## config.mk

```make
export PLATFORM = sky130hd
export DESIGN_NAME = imem_loader
export DESIGN_NICKNAME = d
export VERILOG_FILES = /design/src/rtl/imem_loader.sv
export SDC_FILE = /design/constraint.sdc
export NUM_CORES = 1
export LEC_CHECK = 0
export CORE_MARGIN = 1
export CORE_UTILIZATION = 50
export CTS_BUF_LIST = sky130_fd_sc_hd__clkbuf_8
export DETAILED_ROUTE_END_ITERATION = 8
export GPL_ROUTABILITY_DRIVEN = 0
export PLACE_DENSITY_LB_ADDON = 0.3
export SYNTH_ARGS = -nofsm -noshare
export SYNTH_HDL_FRONTEND = slang
export SYNTH_SLANG_ARGS = --single-unit
export TNS_END_PERCENT = 1
```

## constraint.sdc

```tcl
create_clock -name clk -period 2.45 [get_ports clk]
set_clock_uncertainty 0.2 [all_clocks]
set_input_delay 0.3675 -clock clk [delete_from_list [all_inputs] [get_ports clk]]
set_output_delay 0.3675 -clock clk [all_outputs]
set_load 0.05 [all_outputs]
```

## src/rtl/imem_loader.sv

```systemverilog
// -----------------------------------------------------------------------------
// imem_loader
//   Instruction-memory responder for the 8-bit accumulator CPU. A host streams
//   a program into a 2**ADDR_W x DATA_W store over a valid/ready byte
//   handshake. The CPU is held in reset (cpu_rst=0) until the program is
//   complete, then released to fetch combinationally from the store.
//
//   Optional build macro: IMEM_LOADER_CHECKSUM_EN
//     Adds a CHK state that accepts one trailing checksum byte. The load is
//     accepted only if (sum of data bytes + checksum) mod 256 == 0. Otherwise
//     load_err is raised and the block returns to IDLE.
//
// Ports
//   clk          system clock, rising edge
//   rst          asynchronous active-low reset
//   load_start   1-cycle pulse; begins a load (honoured in IDLE and RUN)
//   load_len     byte count sampled with load_start; 0 means 2**ADDR_W
//   load_valid   host byte valid
//   load_data    host byte
//   load_ready   block accepts a byte this cycle
//   im_addr_bus  CPU fetch address (PC)
//   im_data_bus  instruction at im_addr_bus in RUN, NOP_WORD otherwise
//   cpu_rst      active-low CPU reset; 1 only in RUN
//   load_done    high while in RUN
//   load_err     checksum failure flag (tied 0 without the macro)
// -----------------------------------------------------------------------------
module imem_loader #(
  parameter int                 ADDR_W   = 5,
  parameter int                 DATA_W   = 8,
  parameter logic [DATA_W-1:0]  NOP_WORD = '0
) (
  input  logic              clk,
  input  logic              rst,
  input  logic              load_start,
  input  logic [ADDR_W:0]   load_len,
  input  logic              load_valid,
  input  logic [DATA_W-1:0] load_data,
  output logic              load_ready,
  input  logic [ADDR_W-1:0] im_addr_bus,
  output logic [DATA_W-1:0] im_data_bus,
  output logic              cpu_rst,
  output logic              load_done,
  output logic              load_err
);

  localparam int                DEPTH    = 2 ** ADDR_W;
  localparam logic [ADDR_W:0]   FULL_LEN = (ADDR_W + 1)'(DEPTH);
  localparam logic [ADDR_W:0]   CNT_ONE  = (ADDR_W + 1)'(1);
  localparam logic [ADDR_W-1:0] ADDR_ONE = ADDR_W'(1);

`ifdef IMEM_LOADER_CHECKSUM_EN
  typedef enum logic [1:0] {IDLE, LOAD, CHK, RUN} state_t;
`else
  typedef enum logic [1:0] {IDLE, LOAD, RUN} state_t;
`endif

  state_t              state, next_state;
  logic [ADDR_W-1:0]   wr_addr;
  logic [ADDR_W:0]     cnt;
  logic [ADDR_W:0]     len;
  logic                start_load;
  logic                wr_en;
  logic [DATA_W-1:0]   mem [DEPTH];

`ifdef IMEM_LOADER_CHECKSUM_EN
  logic [DATA_W-1:0]   sum;
  logic [DATA_W-1:0]   chk_total;
  logic                chk_fail;
  logic                err_q;
`endif

  // Only data bytes in LOAD are stored; the checksum byte in CHK is not.
  assign wr_en = (state == LOAD) && load_ready && load_valid;

  // State register.
  always_ff @(posedge clk or negedge rst) begin
    if (!rst) begin
      state <= IDLE;
    end else begin
      // NOTE: all clocked state uses non-blocking (<=) so every register sees
      // the pre-edge values of its neighbours, independent of block order.
      state <= next_state;
    end
  end

  // Next-state and Moore outputs.
  always_comb begin
    // NOTE: every signal written here gets a default first; a path that
    // leaves one unassigned would infer a latch.
    next_state = state;
    load_ready = 1'b0;
    cpu_rst    = 1'b0;
    load_done  = 1'b0;
    start_load = 1'b0;
`ifdef IMEM_LOADER_CHECKSUM_EN
    chk_fail   = 1'b0;
    chk_total  = sum + load_data;
`endif
    case (state)
      IDLE: begin
        if (load_start) begin
          start_load = 1'b1;
          next_state = LOAD;
        end
      end
      LOAD: begin
        // Ready drops once the count is met so no surplus byte slips in
        // during the cycle spent leaving LOAD.
        if (cnt == len) begin
`ifdef IMEM_LOADER_CHECKSUM_EN
          next_state = CHK;
`else
          next_state = RUN;
`endif
        end else begin
          load_ready = 1'b1;
        end
      end
`ifdef IMEM_LOADER_CHECKSUM_EN
      CHK: begin
        load_ready = 1'b1;
        if (load_valid) begin
          if (chk_total == '0) begin
            next_state = RUN;
          end else begin
            chk_fail   = 1'b1;
            next_state = IDLE;
          end
        end
      end
`endif
      RUN: begin
        cpu_rst   = 1'b1;
        load_done = 1'b1;
        if (load_start) begin
          start_load = 1'b1;
          next_state = LOAD;
        end
      end
      default: next_state = IDLE;
    endcase
  end

  // Load bookkeeping: write pointer, accepted-byte count, latched length.
  always_ff @(posedge clk or negedge rst) begin
    if (!rst) begin
      wr_addr <= '0;
      cnt     <= '0;
      len     <= '0;
    end else if (start_load) begin
      wr_addr <= '0;
      cnt     <= '0;
      len     <= (load_len == '0) ? FULL_LEN : load_len;
    end else if (wr_en) begin
      wr_addr <= wr_addr + ADDR_ONE;
      cnt     <= cnt + CNT_ONE;
    end
  end

`ifdef IMEM_LOADER_CHECKSUM_EN
  // Running checksum and sticky error flag (cleared only by a new load).
  always_ff @(posedge clk or negedge rst) begin
    if (!rst) begin
      sum   <= '0;
      err_q <= 1'b0;
    end else if (start_load) begin
      sum   <= '0;
      err_q <= 1'b0;
    end else begin
      if (wr_en) sum <= sum + load_data;
      if (chk_fail) err_q <= 1'b1;
    end
  end

  assign load_err = err_q;
`else
  assign load_err = 1'b0;
`endif

  // Program store.
  // NOTE: the array has no reset so it maps onto plain RAM; its contents
  // survive rst and are hidden by the RUN gating on the read port.
  always_ff @(posedge clk) begin
    if (wr_en) mem[wr_addr] <= load_data;
  end

  // Combinational fetch, served only once the program is complete.
  always_comb begin
    im_data_bus = NOP_WORD;
    if (state == RUN) im_data_bus = mem[im_addr_bus];
  end

endmodule
```

==> impl_metrics.ini, run 1 <==
[yosys]
yosysUniqueCellTypes = 43
synth_area_sq_um = 11200
yosysSeqAreaShare_pct = 72.6
ys_seq_elements = 275
syn-num-nets = 579
syn-instance-count = 551
syn_avg_cell_area_sq_um = 20.4
ys_warn_count = 0

[global_route]
grt_max_degree = 38
grt_pass1_wl_um = 35800
grt_pass1_vias = 6013
grt_overflow_total = 0
antenna_found_initial = 0
grt_usage_pct = 20.8

[floorplanning]
die_area_sq_um = 23100
core-area_sq_um = 22000
ios = 35
initial_core_util_pct = 51.2
fp-row-count = 54
fp.dieW_um = 152
die_h_um = 152

[final_layout]
final_area_sq_um = 13100
drive_above_1_share_pct = 30.1
final_cells = 972
area_growth_syn_to_layout_pct = 16.8
diodes = 0
final_nets = 686
utilization_pct = 59.8

[hold_path]
hold_start = load_len[0]
hold_path.class = in -> reg

[worst_setup_path]
reg2reg_from = cnt[3]
crit_arrival_ns = 2.15
cp_cell_sequence = mux4_2 > mux2i_1 > a221o_1 > a31oi_2 > buf_12
startpoint = mem[7][2]
cpPeakStageDelay_ns = 0.51
cp-end-kind = output port
start_kind = register
path_max_fanout = 1
critical_path_class = reg -> out
path_buf_inv = 1
cpLargestDelayFamily = multiplexers
cpMaxStageDelayCell = mux4_2
critPathRequiredTime_ns = 1.88

[timing]
slew_headroom_pct = 54.8
whs_ns = 0.196
setup_violations = 8
fin_ws_ns = -0.272
finalCriticalPeriod_ns = 2.72
rsz0062_at_grt = true
final_hold_viol_count = 0
drv_slew = 0
worstMarginPinSlew_ns = 0.675
period_share_pct = 111
fin_tns_setup_ns = -1.86
max_freq_ghz = 0.367

[placed_design]
placed_cells = 891
portBuffers = 33
place_hpwl_um = 14600
pre_cts_ws_ns = -0.288
place_area_sq_um = 12200

[power_and_ir_drop]
ir_drop_mv = 0.595
p_leak_nw = 4.69
p_total_mw = 10.8
power_density_nw_per_um2 = 820

[outcome]
status = complete, but fails checks
failed_checks = design-rule violations, negative setup slack

[clocking]
path_clk_slew_ns = 0.06
htree_levels = 2
cts_tree = yes
insertion_delay_ns = 0.54
cts_root_buffer = clkbuf_8
clk_path_buf_depth = 3
clock_sinks = 275
cts_buffers = 44
cts_setup_buffers = 0

[route]
num_vias = 5604
ant_nets = 0
drt-total-wl_um = 23100
routed_via_density = 5.77
drt-initial-drc-count = 428
wl_per_cell_um = 23.7
drc_errors = 8
drtPass1Iterations = 7

[flow_run]
drv_cap = 0
-- synthesized netlist by cell type (all sizes together) --
cell / number / area [sq um]
a21boi: 1 / 7.51
a21o: 1 / 7.51
a21oi: 6 / 33.8
a221o: 8 / 80.1
a221oi: 4 / 60.1
a22oi: 4 / 30.0
a31oi: 4 / 25.0
and2: 1 / 7.51
and3: 26 / 163
and3b: 2 / 17.5
and4: 1 / 8.76
buf: 23 / 219
clkbuf: 8 / 36.3
conb: 1 / 3.75
dfrtp: 19 / 475
edfxtp: 256 / 7690
ha: 5 / 62.6
inv: 3 / 11.3
mux2: 6 / 67.6
mux2i: 25 / 250
mux4: 64 / 1550
nand2: 32 / 120
nand2b: 3 / 18.8
nand3: 3 / 15.0
nand4: 3 / 18.8
nor2: 12 / 45.0
nor2b: 11 / 68.8
nor3: 3 / 15.0
nor3b: 3 / 22.5
nor4: 1 / 21.3
o21ai: 3 / 15.0
o21bai: 1 / 7.51
o31ai: 1 / 7.51
xor2: 7 / 61.3
-- worst paths after layout --
path	slack [ns]	end	depth (start not counted)
min in group asynchronous	0.50	state[0]	3
worst min register to register	0.30	cnt[5]	1
worst max register to register	0.09	mem[16][7]	6
max in group asynchronous	1.33	cnt[4]	3
worst max-delay path	-0.27	im_data_bus[2]	5
worst min-delay path	0.20	len[0]	3
-- where the power goes --
part | total (mW) | switching, mW | internal, mW
Sequential | 5.52 | 0.131 | 5.38
Combinational | 1.53 | 0.889 | 0.637
Clock | 3.72 | 1.71 | 2.01
Total | 10.8 | 2.73 | 8.03
-- per-layer routing --
metal	GRT usage [%]	routed length, um	part of all wire, %	vias up
li1	-	-	-	2487
met1	28.1	9840	43	2895
met2	34.4	11500	50	182
met3	4.05	1280	5.5	40
met4	6.95	496	2.1	0
met5	0	0	0	-
-- registers in the layout (all words and copies together), names as in the netlist --
name,flops
mem,256
state,2
wr_addr,5
cnt,6
len,6
-- cells in the final DEF (no fill, tap or decap), types with 6 or more instances in the layout --
| cell | instances |
|---|---|
| a221o_1 | 8 |
| and3_1 | 26 |
| buf_12 | 10 |
| buf_4 | 54 |
| buf_6 | 6 |
| clkbuf_8 | 48 |
| clkdlybuf4s50_1 | 19 |
| clkinv_1 | 10 |
| dfrtp_1 | 19 |
| edfxtp_1 | 256 |
| inv_1 | 18 |
| mux2i_1 | 22 |
| mux4_1 | 17 |
| mux4_2 | 47 |
| nand2_1 | 31 |
| nor2_1 | 12 |
| nor2b_2 | 7 |
| xor2_1 | 6 |
-- cell families (layout without fill, tap and decap cells) --
kind of cell	Yosys count	after routing	share of synthesized area, %
simple gates	101	101	4.82
fa+ha+maj	5	5	0.557
mux	95	95	16.6
other cells	1	1	0.0334
buf+inv	34	175	2.37
xor+xnor	7	7	0.546
flops	275	275	72.6
compound gates	33	33	2.44
-- final cells by class --
type                    count  area, sq um
clock buffers              48          661
multi-input cells         242         2870
well taps                 280          350
clock inverters            32          184
fillers                  1583         8840
flip-flops and latches    275         8160
inverters                   3         11.3
repair buffers             92          883
-- worst reg2reg max path, cell delays in order (launching register included) --
cell and delay [ns]:
dfrtp_1 0.40, xor2_1 0.25, nor4_4 0.09, buf_4 0.15, a21oi_2 0.17, buf_12 0.20
and3_1 0.53
-- repair_timing --
action | CTS | global route
pin swaps | 10 | 3
resized for setup | 30 | 8
hold buffers | 1 | 0
endpoints found under the setup margin | 27 | 41
endpoints found under the hold margin | 19 | 0
Power figures use the tool's default switching activity.
==> run 2, diff against run 1 <==
CELL_PAD_IN_SITES_DETAIL_PLACEMENT = 1   (was not set)
CELL_PAD_IN_SITES_GLOBAL_PLACEMENT = 1   (was not set)
==> impl_metrics.ini, run 2 (same netlist as run 1, synthesis figures left out) <==
[outcome]
status = complete, but fails checks
failed_checks = design-rule violations, negative setup slack

[power_and_ir_drop]
p_leak_nw = 4.77
p_total_mw = 10.8
ir_drop_mv = 0.854
power_density_nw_per_um2 = 814

[global_route]
antenna_found_initial = 0
use_met1_pct = 30.2
grt_use_met3_pct = 4.05
busiest_layer = met2
grt_pass1_vias = 6233
grt_overflow_total = 0
grt_max_degree = 33
use_met2_pct = 38.2
grt_pass1_wl_um = 38200
grt_usage_pct = 22.5

[final_layout]
diodes = 0
area_growth_syn_to_layout_pct = 18.4
layout_common_cells = edfxtp_1 (256), buf_4 (68), clkbuf_8 (48)
largest_register_ffs = 256
drive_above_1_share_pct = 31.5
register_area_sq_um = 8160
top_register = mem
nFillCells = 1872
final_common_cell = edfxtp_1
multi_input_area_sq_um = 2900
final_nets = 705
reg_top3 = mem (256), cnt (6), len (6)

[worst_setup_path]
r2r_slack_ns = 0.17
crit_end = im_data_bus[4]
reg2reg_from = cnt[0]
start_kind = register
crit_arrival_ns = 2.23
r2r_end = mem[8][5]
critical_path_class = reg -> out
path_max_fanout = 1
critPathRequiredTime_ns = 1.88
startpoint = mem[23][4]
cp-end-kind = output port
reg2reg_depth = 6

[placed_design]
portBuffers = 33
place_hpwl_um = 16400

[timing]
max_freq_ghz = 0.357
fin_ws_ns = -0.350
rsz0062_at_grt = true
setup_violations = 8
slew_headroom_pct = 60.5
worstMarginPinSlew_ns = 0.590
final_hold_viol_count = 0
drv_slew = 0
whs_ns = 0.198
finalCriticalPeriod_ns = 2.80
period_share_pct = 114
fin_tns_setup_ns = -2.26

[floorplanning]
die_h_um = 152
initial_core_util_pct = 51.2
ios = 35
core-area_sq_um = 22000
fp.dieW_um = 152
fp-row-count = 54
die_area_sq_um = 23100

[clocking]
htree_levels = 2
clock_sinks = 275
cts_setup_buffers = 0
cts_tree = yes
path_clk_slew_ns = 0.06
clk_path_buf_depth = 3
cts_buffers = 45
insertion_delay_ns = 0.53
cts_root_buffer = clkbuf_8

[flow_run]
drv_cap = 0

[route]
drt-initial-drc-count = 351
wl_per_cell_um = 25.2
num_vias = 5721
drc_errors = 4
drt-total-wl_um = 24900
ant_nets = 0
routed_via_density = 5.79
drtPass1Iterations = 7

[hold_path]
hold_path.class = in -> reg
==> run 2: changes by cell type in the layout (fill, tap and decap cells not counted), sizes merged <==
cell      change
clkinvlp      -1
buf          +18
bufinv        -1
clkinv        +5
inv           -5
==> run 2: cell type report <==
class	count	share of cell area, %
Clock inverter	30	1.11
Tap cell	280	2.63
Timing Repair Buffer	110	8.03
Inverter	3	0.0847
Multi-Input combinational cell	242	21.8
Sequential cell	275	61.4
Clock buffer	48	4.97
==> run 2: routing by layer <==
| layer | part of all wire [%] | routed length (um) |
|---|---|---|
| met3 | 5.0 | 1260 |
| met2 | 51 | 12700 |
| met1 | 42 | 10500 |
| met5 | 0 | 0 |
| met4 | 1.5 | 365 |
==> run 2: worst max-delay path, cell delays in order (launching register included) <==
cell	delay [ns]
edfxtp_1	0.36
mux4_2	0.50
mux2i_1	0.20
nor2_1	0.07
a221oi_2	0.29
a21oi_2	0.12
buf_6	0.17
==> run 2: where the power goes <==
part	leakage [nW]	internal, mW	switching [mW]
clock network	0.450	1.90	1.72
logic	1.77	0.737	0.965
registers	2.55	5.38	0.119
==> run 2: what timing repair did <==
action / in CTS / in global routing
hold endpoints to repair: 19 / 0
hold buffers: 1 / 0
pin swaps: 7 / 1
gates resized for setup: 23 / 11
endpoints found under the setup margin: 27 / 39
==> run 2: per-stage QoR <==
stage                     cells  setup WS [ns]  instance area (sq um)  util [%]
after floorplan             551         -0.268                  11300         -
after global routing        988         -0.438                  13300      60.6
final                       988         -0.350                  13300      60.6
after detailed placement    909         -0.335                  12400      56.5
after global placement      909         -0.292                  12400      56.5
after CTS                   988         -0.390                  13300      60.4
==> run 2: worst min path at each step <==
stage | startpoint | end | slack (ns) | depth (start not counted)
finish | load_len[0] | len[0] | 0.20 | 3
global route | load_len[0] | len[0] | 0.19 | 3
CTS | load_len[0] | len[0] | 0.16 | 3
detailed placement | len[2] | len[2] | 0.29 | 2
global placement | cnt[5] | cnt[5] | 0.28 | 1
floorplan | rst | cnt[0] | -0.13 | 0
==> run 3, diff against run 2 <==
TNS_END_PERCENT = not set   (was 1)
==> impl_metrics.ini, run 3 (same netlist as run 1, synthesis figures left out) <==
[outcome]
status = complete, but fails checks
failed_checks = design-rule violations, negative setup slack

[clocking]
path_clk_slew_ns = 0.06
cts_buffers = 44
cts_root_buffer = clkbuf_8
insertion_delay_ns = 0.53
htree_levels = 2
clk_path_buf_depth = 3
cts_tree = yes
clock_sinks = 275

[global_route]
antenna_found_initial = 0
grt_pass1_vias = 6291
grt_overflow_total = 0
grt_pass1_wl_um = 38800
grt_usage_pct = 22.8
grt_max_degree = 38

[timing]
slew_headroom_pct = 44.8
setup_violations = 8
final_hold_viol_count = 0
period_share_pct = 115
worstMarginPinSlew_ns = 0.827
max_freq_ghz = 0.355
drv_slew = 0
fin_ws_ns = -0.363
rsz0062_at_grt = true
finalCriticalPeriod_ns = 2.81

[final_layout]
top_register = mem
final_common_cell = edfxtp_1
diodes = 0
largest_register_ffs = 256
area_growth_syn_to_layout_pct = 17.6
layout_common_cells = edfxtp_1 (256), buf_4 (69), clkbuf_8 (46)
reg_top3 = mem (256), cnt (6), len (6)
final_cells = 982
utilization_pct = 60.2
drive_above_1_share_pct = 33.3
final_nets = 702

[hold_path]
hold_start = load_len[2]
hold_path.class = in -> reg
hold_depth = 3
hold_end = len[2]

[power_and_ir_drop]
ir_drop_mv = 0.823
power_density_nw_per_um2 = 803
p_leak_nw = 4.73

[route]
ant_nets = 0
routed_via_density = 5.81
drc_errors = 8
drt-initial-drc-count = 421
num_vias = 5703
drt-total-wl_um = 25000
drtPass1Iterations = 9
wl_per_cell_um = 25.5

[placed_design]
place_hpwl_um = 16600
placed_cells = 908
portBuffers = 33

[flow_run]
drv_cap = 0

[floorplanning]
fp.dieW_um = 152
ios = 35
initial_core_util_pct = 51.2
fp-row-count = 54
core-area_sq_um = 22000
die_h_um = 152
die_area_sq_um = 23100

[worst_setup_path]
r2r_slack_ns = 0.09
r2r_end = mem[11][5]
reg2reg_from = state[0]
cpMaxStageDelayCell = mux4_2
path_max_fanout = 1
cp-end-kind = output port
critical_path_class = reg -> out
start_kind = register
cpPeakStageDelay_ns = 0.47
cp_cell_sequence = mux4_2 > mux2i_1 > nor2_1 > a221oi_2 > a21oi_2 > buf_6
critPathRequiredTime_ns = 1.88
crit_arrival_ns = 2.25
reg2reg_depth = 4
==> run 3: cell count changes in the layout (fill, tap and decap cells not counted), sizes merged <==
| cell | before | now |
|---|---|---|
| buf | 90 | 88 |
| inv | 13 | 15 |
| clkdlybuf4s50 | 19 | 18 |
| clkinv | 18 | 14 |
| dlygate4sd2 | 0 | 1 |
| clkbuf | 48 | 46 |
==> run 3: critical path, delay by kind of cell (launching register included) <==
family | cells | cell delay (ns)
muxes | 2 | 0.63
DFF | 1 | 0.42
AOI/OAI and AO/OA | 2 | 0.41
buffers and inverters | 1 | 0.17
and+or+nand+nor | 1 | 0.09
==> run 3: worst max path at each step <==
| stage | start | end | slack [ns] | cells after the start |
|---|---|---|---|---|
| 2_1_floorplan | im_addr_bus[1] | im_data_bus[4] | -0.27 | 7 |
| 3_3_place_gp | im_addr_bus[3] | im_data_bus[7] | -0.41 | 5 |
| 3_5_place_dp | im_addr_bus[3] | im_data_bus[6] | -0.44 | 5 |
| 4_1_cts | mem[16][4] | im_data_bus[4] | -0.40 | 6 |
| 5_1_grt | mem[16][4] | im_data_bus[4] | -0.45 | 6 |
| 6_report | mem[16][4] | im_data_bus[4] | -0.36 | 6 |
==> run 3: cell type report <==
| cell class | count | area, sq um |
|---|---|---|
| Fill cell | 1883 | 8740 |
| Clock inverter | 28 | 143 |
| Multi-Input combinational cell | 242 | 2910 |
| Sequential cell | 275 | 8160 |
| Timing Repair Buffer | 108 | 1010 |
| Tap cell | 280 | 350 |
| Inverter | 3 | 11.3 |
| Clock buffer | 46 | 633 |
==> run 3: timing repair <==
item | in CTS | in global routing
hold buffers | 1 | 0
endpoints found under the setup margin | 27 | 113
resized for setup | 31 | 16
cloned | 1 | 0
hold endpoints to repair | 19 | 0
setup buffers | 1 | 1
pin swaps | 11 | 4
==> run 3: per-layer routing <==
metal	wire length (um)	global-route usage (%)	part of all wire, %	up-vias
met2	12700	38.6	51	171
met1	10600	31.1	42	2986
met5	0	0	0	-
met3	1230	3.42	4.9	34
met4	468	6.17	1.9	0
li1	-	-	-	2512
==> run 3: stage by stage <==
step	hold slack, ns	total power, mW	cell area [sq um]	setup TNS [ns]	setup slack (ns)
after CTS	0.189	10.7	13200	-2.60	-0.396
after detailed placement	0.297	7.14	12400	-11.27	-0.438
after floorplan	-0.128	6.48	11300	-0.852	-0.268
after global placement	0.281	7.04	12400	-6.36	-0.411
final	0.217	10.6	13200	-2.21	-0.363
after global routing	0.213	11.0	13200	-3.00	-0.453
==> run 3: where the power goes <==
part / internal, mW / switching [mW] / total (mW)
Sequential: 5.38 / 0.149 / 5.53
Combinational: 0.653 / 0.909 / 1.56
Clock: 1.83 / 1.69 / 3.53
